--- src/rtl/apu_power_seq.sv ---
// rtl/apu_power_seq.sv - APU master power sequencer and per-channel lifecycle/status tracking
// Master FSM OFF -> RSEQ -> ON issues timed reset pulses; channels track active status in ON.
module apu_power_seq #(
  parameter int NUM_CH       = 4,
  parameter int RESET_CYCLES = 2
) (
  input  logic              clock,
  input  logic              reset,
  input  logic              master_en,
  input  logic [NUM_CH-1:0] ch_en,
  input  logic [NUM_CH-1:0] trigger,
  input  logic [NUM_CH-1:0] ch_done,
  output logic [NUM_CH-1:0] pause,
  output logic [NUM_CH-1:0] ch_reset,
  output logic [NUM_CH-1:0] status,
  output logic              master_on
);

  localparam int              CW     = $clog2(RESET_CYCLES + 1);
  localparam logic [CW-1:0]   RELOAD = CW'(RESET_CYCLES);
  localparam logic [CW-1:0]   ONE    = CW'(1);

  typedef enum logic [1:0] {
    S_OFF  = 2'd0,
    S_RSEQ = 2'd1,
    S_ON   = 2'd2
  } state_e;

  state_e            state_q, state_d;
  logic [CW-1:0]     rseq_cnt_q, rseq_cnt_d;
  logic [CW-1:0]     ch_cnt_q [NUM_CH];
  logic [CW-1:0]     ch_cnt_d [NUM_CH];
  logic [NUM_CH-1:0] active_q, active_d;
  logic [NUM_CH-1:0] prev_en_q;
  logic [NUM_CH-1:0] en_rise;

  // prev_en_q holds the RSEQ-time sample on the first ON cycle, so enables
  // already high at power-on do not look like a rising edge.
  assign en_rise = ch_en & ~prev_en_q;

  always_ff @(posedge clock or posedge reset) begin
    if (reset) begin
      state_q    <= S_OFF;
      rseq_cnt_q <= '0;
      active_q   <= '0;
      prev_en_q  <= '0;
      for (int i = 0; i < NUM_CH; i++) begin
        ch_cnt_q[i] <= '0;
      end
    end else begin
      state_q    <= state_d;
      rseq_cnt_q <= rseq_cnt_d;
      active_q   <= active_d;
      prev_en_q  <= ch_en;
      for (int i = 0; i < NUM_CH; i++) begin
        ch_cnt_q[i] <= ch_cnt_d[i];
      end
    end
  end

  always_comb begin
    state_d    = state_q;
    rseq_cnt_d = rseq_cnt_q;
    active_d   = active_q;
    for (int i = 0; i < NUM_CH; i++) begin
      ch_cnt_d[i] = ch_cnt_q[i];
    end

    if (!master_en) begin
      state_d    = S_OFF;
      rseq_cnt_d = '0;
      active_d   = '0;
      for (int i = 0; i < NUM_CH; i++) begin
        ch_cnt_d[i] = '0;
      end
    end else begin
      case (state_q)
        S_OFF: begin
          state_d    = S_RSEQ;
          rseq_cnt_d = RELOAD;
        end
        S_RSEQ: begin
          if (rseq_cnt_q <= ONE) begin
            state_d    = S_ON;
            rseq_cnt_d = '0;
            active_d   = ch_en;
            for (int i = 0; i < NUM_CH; i++) begin
              ch_cnt_d[i] = '0;
            end
          end else begin
            rseq_cnt_d = rseq_cnt_q - ONE;
          end
        end
        S_ON: begin
          for (int i = 0; i < NUM_CH; i++) begin
            if (ch_cnt_q[i] != '0) begin
              ch_cnt_d[i] = ch_cnt_q[i] - ONE;
            end
            if (!ch_en[i]) begin
              active_d[i] = 1'b0;
            end else if (trigger[i] || en_rise[i]) begin
              active_d[i] = 1'b1;
              ch_cnt_d[i] = RELOAD;
            end else if (ch_done[i]) begin
              active_d[i] = 1'b0;
            end
          end
        end
        default: begin
          state_d = S_OFF;
        end
      endcase
    end
  end

  // ch_en enters pause through its registered copy to keep outputs register-decoded.
  always_comb begin
    master_on = (state_q == S_ON);
    ch_reset  = '0;
    pause     = '1;
    status    = '0;
    for (int i = 0; i < NUM_CH; i++) begin
      ch_reset[i] = (state_q == S_RSEQ) || ((state_q == S_ON) && (ch_cnt_q[i] != '0));
      pause[i]    = ~((state_q == S_ON) && prev_en_q[i] && active_q[i]) | ch_reset[i];
      status[i]   = (state_q == S_ON) && active_q[i];
    end
  end

endmodule

--- config.mk ---
export PLATFORM = sky130hd
export DESIGN_NAME = apu_power_seq
export DESIGN_NICKNAME = d
export VERILOG_FILES = /design/src/rtl/apu_power_seq.sv
export SDC_FILE = /design/constraint.sdc
export NUM_CORES = 1
export LEC_CHECK = 0
export BUFFER_PORTS_ARGS = -buffer_cell sky130_fd_sc_hd__buf_2
export CORE_MARGIN = 5
export CORE_UTILIZATION = 50
export CTS_CLUSTER_SIZE = 16
export DETAILED_ROUTE_END_ITERATION = 10
export PLACE_DENSITY = 0.77
export SETUP_SLACK_MARGIN = 0.1
export SLEW_MARGIN = 0
export SYNTH_ARGS = -nofsm -noshare
export SYNTH_HDL_FRONTEND = slang
export SYNTH_SLANG_ARGS = --single-unit
--- constraint.sdc ---
create_clock -name clock -period 1.5 [get_ports clock]
set_input_delay 0 -clock clock [delete_from_list [all_inputs] [get_ports clock]]
set_output_delay 0 -clock clock [all_outputs]
set_load 0.005 [all_outputs]
==> After elaboration in Yosys (flattened, before gate mapping) <==
Index checks and enable logic that the tools add are counted.
{ "word_totals": {"register_bits": 20, "in_bits": 15, "output_inout_bits": 13, "wordCells": 108} }
{ "op_classes": {"addsub": 5, "magnitude_cmp": 1, "n_eq_ne": 10, "n_mux": 36, "bitwise": 10, "n_reduce_logical": 35} }
{ "ops": {"columns": ["op", "count"], "rows": [
  ["2-to-1 mux 2 bit", 16],
  ["!= test 5 x 4 -> 1 bit, second input constant", 4],
  ["logical AND 1 bit", 16],
  ["2-to-1 mux 8 bit", 2],
  ["one-hot mux 8 bit (2 select lines)", 1],
  ["2-to-1 mux 1 bit", 12],
  ["AND reduction 3 bit", 4],
  ["subtractor 2 x 1 -> 2 bit, second input constant", 5],
  ["logical OR 1 bit", 8],
  ["2-to-1 mux 4 bit", 2],
  ["one-hot mux 4 bit (2 select lines)", 1],
  ["nonzero test 2 bit", 4],
  ["!= test 3 x 1 -> 1 bit, second input constant", 2],
  ["one-hot mux 2 bit (3 select lines)", 1],
  ["bitwise AND 4 bit", 1],
  ["inverter 1 bit", 4],
  ["inverter 4 bit", 1],
  ["bitwise OR 1 bit", 4],
  ["one-hot mux 2 bit (2 select lines)", 1],
  ["AND reduction 2 bit", 2],
  ["!= test 3 bit, second input constant", 1],
  ["equality test 2 x 1 -> 1 bit, second input constant", 1],
  ["equality test 2 bit, second input constant", 1],
  ["<= comparator 2 x 1 -> 1 bit, second input constant", 1],
  ["2 further kinds", 2]
]} }

==> Longest topological paths before layout <==
{ "logic_depth": {"ltp_word": 7, "depth_mapped": 7, "ltp_nobuf": 5} }

==> Least setup slack after synthesis <==
Ideal clock, no wire load.
{ "synth_path": {"path_kind": "reg-to-reg", "from": "reg state_q[1]", "to": "reg active_q[3]", "t_arrival_ns": 1.300, "setup_slack_ns": 0.135, "path_stages_with_launch": 7, "n_path_buf": 2, "period_less_slack_ns": 1.365, "path_cell_list": "dfrtp_1 > nand2b_1 > buf_6 > o211a_4 > buf_6 > a211o_1 > nand2_1"} }
{ "synth_via": {"elab_chain_len": 3, "elab_cells_between_ends": 8} }
{ "synth_rtl": {"columns": ["item", "line_no", "source"], "rows": [
  ["start: declaration", "29", "state_e state_q, state_d;"],
  ["start signal: assignment", "51", "state_q <= state_d;"],
  ["equality test 2 bit or equality test 2 x 1 -> 1 bit (tied branches)", "77", "case (state_q)"],
  ["!= test 5 x 4 -> 1 bit (no line), or another cell as far along", null, null],
  ["AND reduction 3 bit (no line) or 2-to-1 mux 4 bit (tied branches)", null, null],
  ["end signal: assignment", "53", "active_q <= active_d;"],
  ["end: declaration", "33", "logic [NUM_CH-1:0] active_q, active_d;"]
]} }
Parallel ways exist; a longest one is shown, timed or not.
A chain may end at the register's enable or synchronous reset.

==> Worst setup path in the final report <==
{ "layout_path": {"from": "reg state_q[0]", "to": "out pause[3]"} }
{ "layout_via": {"elab_chain_len": 5, "elab_cells_between_ends": 8} }
{ "layout_rtl": {"columns": ["item", "line_no", "source"], "rows": [
  ["equality test 2 bit", "123, 124", null],
  ["logical AND 1 bit (2 in series)", "124", "pause[i] = ~((state_q == S_ON) && prev_en_q[i] && active_q[i]) | ch_reset[i];"],
  ["inverter 1 bit", "124", null],
  ["bitwise OR 1 bit (*)", "124", null],
  ["end: declaration", "13", "output logic [NUM_CH-1:0] pause,"]
]} }
Every way passes the cells marked *; elsewhere a longest branch is shown, timed or not.

==> impl_summary.log <==
[metrics] leakage power total: 0.000681 uW
[metrics] Logic pwr share: 0.315
[metrics] vias per std cell: 5.65
[metrics] estimated wirelength of the detail-placed design: 1.67 mm
[metrics] placeable core region: 1960 um^2
[metrics] GRT Residual Overflow: 0
[metrics] final layout net count: 176
[metrics] Max IR drop VDD: 0.000720 V
[metrics] cell types with the largest area share after synthesis: sky130_fd_sc_hd__dfrtp_1, sky130_fd_sc_hd__o21ai_0, sky130_fd_sc_hd__nor2_1, sky130_fd_sc_hd__nand2_1, sky130_fd_sc_hd__inv_1
[metrics] routed len/inst: 16.3 um
[metrics] met3 wire length: 163 um
[metrics] unrepaired setup endpoints after global routing: true
[metrics] net switching power: 423 uW
[metrics] number of hold-slack violations in the final timing report: 0
[metrics] violations in the final reports: negative setup slack
[metrics] multi-input logic area: 584 um^2
[metrics] final routed DRC violation total: 0
[metrics] worst reg2reg setup slack: -0.04 ns
[metrics] fillers: 143
[metrics] register share of total power: 0.449
[metrics] number of nets with antenna violations after routing: 0
[metrics] startpoint types: flop
[metrics] number of different library cells in the post-synthesis netlist: 26
[metrics] number of placement rows: 16
[metrics] post-layout util: 0.772
[metrics] Area Growth Syn to Fin: 46.4%
[metrics] via count: 1,056
[metrics] status: finished with violations
[metrics] Die Wd: 55.5 um
[metrics] Netlist Area Pre-Place: 1030 um^2
[metrics] CTS clk-pin slew, worst paths: 0.11 ns
[metrics] final worst hold slack: 0.0205 ns
[metrics] initial core utilization: 0.527
[metrics] highest layer used for signal routing: met4
[metrics] number of warnings reported in the yosys synthesis log: 0
[metrics] final worst slack: -0.0918 ns
[metrics] share of power burned in the clock network: 0.236
[metrics] fraction of power spent switching nets: 0.311
[metrics] DRC violation total after the first TritonRoute iteration: 29
[metrics] data required time of the worst path: 1.50 ns
[metrics] final weighted congestion of routability-driven global placement: 0.875
[metrics] sequential cell area: 500 um^2
[metrics] CTS Root Cell: sky130_fd_sc_hd__clkbuf_4
[metrics] total routing resource utilization after global routing: 0.186
[metrics] fraction of final layout cells sized beyond drive strength 1: 0.438
[metrics] part of the Yosys area used for sequential elements: 0.484
[metrics] post-placement setup slack: 0.108 ns
[metrics] kind of end point of the critical path: primary output
[metrics] class of the tightest hold or removal check: primary input to flop
[metrics] TritonCTS clock tree: built
[metrics] total detailed-routing wirelength: 3.05 mm
[metrics] worst setup path category: flop to primary output
[metrics] routed length on met2: 1.54 mm
[metrics] first-pass GRT wire length: 4.63 mm
[metrics] Mapped Nets: 127
[metrics] count of inserted antenna diode cells: 0
[metrics] ratio of total power to cell area: 898 nW/um^2
[metrics] input/output buffers: 27
[metrics] syn avg cell area: 9.24 um^2
[metrics] sum of routed wire segments on met1: 1.29 mm
[metrics] die height: 55.5 um
[metrics] clk sinks: 20
[metrics] number of storage elements in the synthesis netlist: 20
[metrics] most area-hungry cell type in the Yosys netlist: sky130_fd_sc_hd__dfrtp_1
[metrics] Yosys top cell area share: 0.484
[metrics] Post-Syn Instances: 112
[metrics] first-pass detailed-route iteration total: 4
[metrics] pin count of the biggest net entering global routing: 21
[metrics] number of setup violations in the final report: 7
[metrics] Critical Path AT: 1.59 ns
[metrics] number of clock buffers inserted by TritonCTS: 3
[metrics] Least-Margin Pin Slew: 0.263 ns
[metrics] clock insertion delay at the later pin of the skew report: 0.30 ns
[metrics] antenna violations before repair: 0
[metrics] number of H-tree levels: 1
[metrics] worst clock skew: 0.00355 ns
[metrics] deepest clock path buffer count: 2
[metrics] largest driver fanout on the critical path: 5
[metrics] die outline area: 3080 um^2
[metrics] via count of the first global-routing pass: 1,051
[metrics] Pins Over Slew Limit: 0
[metrics] number of primary I/O pins: 28
[metrics] time the worst path needs with I/O delays and setup: 1.59 ns
[metrics] Int Power: 938 uW
[metrics] post-route clock period utilization: 1.06
[metrics] highest attainable clock frequency: 628 MHz
[metrics] worst max-slew margin expressed relative to the limit: 0.825
[metrics] number of max-cap violations: 0
==> cell type report <==
type | count | area share
clock buffer | 4 | 0.0239
timing repair buffer | 48 | 0.211
tap | 27 | 0.0223
multi-input combinational | 78 | 0.386
inverter | 10 | 0.0264
sequential | 20 | 0.330
==> power groups by stage <==
stage | logic [uW] | registers, uW | clock network [uW]
floorplan | 188 | 607 | 0
global placement | 261 | 611 | 0
detailed placement | 264 | 613 | 0
CTS | 373 | 605 | 319
global route | 462 | 615 | 354
finish | 429 | 611 | 321
==> synthesized netlist by cell type, drive strengths merged <==
cell	n
a21oi	6
a31oi	2
nor2b	2
or3b	1
nor2	11
a211o	1
o211a	1
o21ai	13
dfrtp	20
nand3	4
nor3b	3
o22ai	3
inv	10
nand2b	5
o211ai	3
and2	4
o32ai	1
buf	4
o2111ai	3
mux2i	3
nand2	10
clkbuf	2
==> state kept, by name, summed over array words and instances, names as in the netlist <==
register and cells:
ch_cnt_q 8, active_q 4, prev_en_q 4, rseq_cnt_q 2
state_q 2
==> through the flow <==
stage | cells | cell area [um^2] | total power (uW) | TNS (ns)
floorplan | 112 | 1030 | 795 | 0
global placement | 165 | 1190 | 872 | 0
detailed placement | 165 | 1190 | 877 | 0
CTS | 183 | 1430 | 1300 | -0.139
global route | 187 | 1520 | 1430 | -0.789
finish | 187 | 1520 | 1360 | -0.331
==> worst paths after layout <==
path                             startpoint            to  cells after the start
worst max register to register   state_q[0]   active_q[2]                      6
max in group asynchronous             reset   active_q[1]                      4
min in group asynchronous             reset  prev_en_q[2]                      4
worst min-delay path             ch_done[3]   active_q[3]                      4
worst max-delay path             state_q[0]      pause[3]                      5
worst min register to register  active_q[3]   active_q[3]                      2
==> layer usage <==
metal / up-vias / global-route usage
met2: 49 / 0.304
met5: - / 0
met4: 0 / 0.104
li1: 491 / -
met1: 508 / 0.230
met3: 8 / 0.0303
==> worst max-delay path: stages, from the launching register on <==
cell and delay, ns:
sky130_fd_sc_hd__dfrtp_1 0.45, sky130_fd_sc_hd__nand2b_4 0.19, sky130_fd_sc_hd__inv_4 0.06, sky130_fd_sc_hd__and2_4 0.13
sky130_fd_sc_hd__or3b_1 0.33, sky130_fd_sc_hd__buf_2 0.13
==> repair_timing <==
item	CTS	global route
hold endpoints to repair	26	0
cloned	1	1
setup endpoints to repair	14	22
setup buffers	9	3
resized for setup	21	18
hold buffers	5	0
pin swaps	3	4
==> layout by cell type (no fill, tap or decap), types with 3 or more instances in the layout <==
cell                            synthesis  final
sky130_fd_sc_hd__nand2b_1               5      3
sky130_fd_sc_hd__nand3_1                4      4
sky130_fd_sc_hd__buf_6                  3      4
sky130_fd_sc_hd__and2_4                 1      3
sky130_fd_sc_hd__inv_1                  9      9
sky130_fd_sc_hd__o21ai_1                0      7
sky130_fd_sc_hd__nor2_1                11      8
sky130_fd_sc_hd__clkbuf_4               0      3
sky130_fd_sc_hd__a21oi_2                0      5
sky130_fd_sc_hd__buf_4                  1     12
sky130_fd_sc_hd__mux2i_1                3      3
sky130_fd_sc_hd__dlygate4sd3_1          0      5
sky130_fd_sc_hd__o21ai_0               13      4
sky130_fd_sc_hd__nor2_4                 0      3
sky130_fd_sc_hd__buf_2                  0     27
sky130_fd_sc_hd__nand2_1               10     10
sky130_fd_sc_hd__dfrtp_1               20     20
sky130_fd_sc_hd__nor3b_1                3      3
sky130_fd_sc_hd__o211ai_1               3      3
==> cell families (layout without fill, tap and decap cells) <==
family                 after synthesis  in the layout  synth area share
AOI/OAI and AO/OA                   33             34             0.209
buffers and inverters               16             62            0.0834
DFF                                 20             20             0.484
muxes                                3              3            0.0290
and+or+nand+nor                     40             41             0.195
Power figures use the tool's default switching activity.
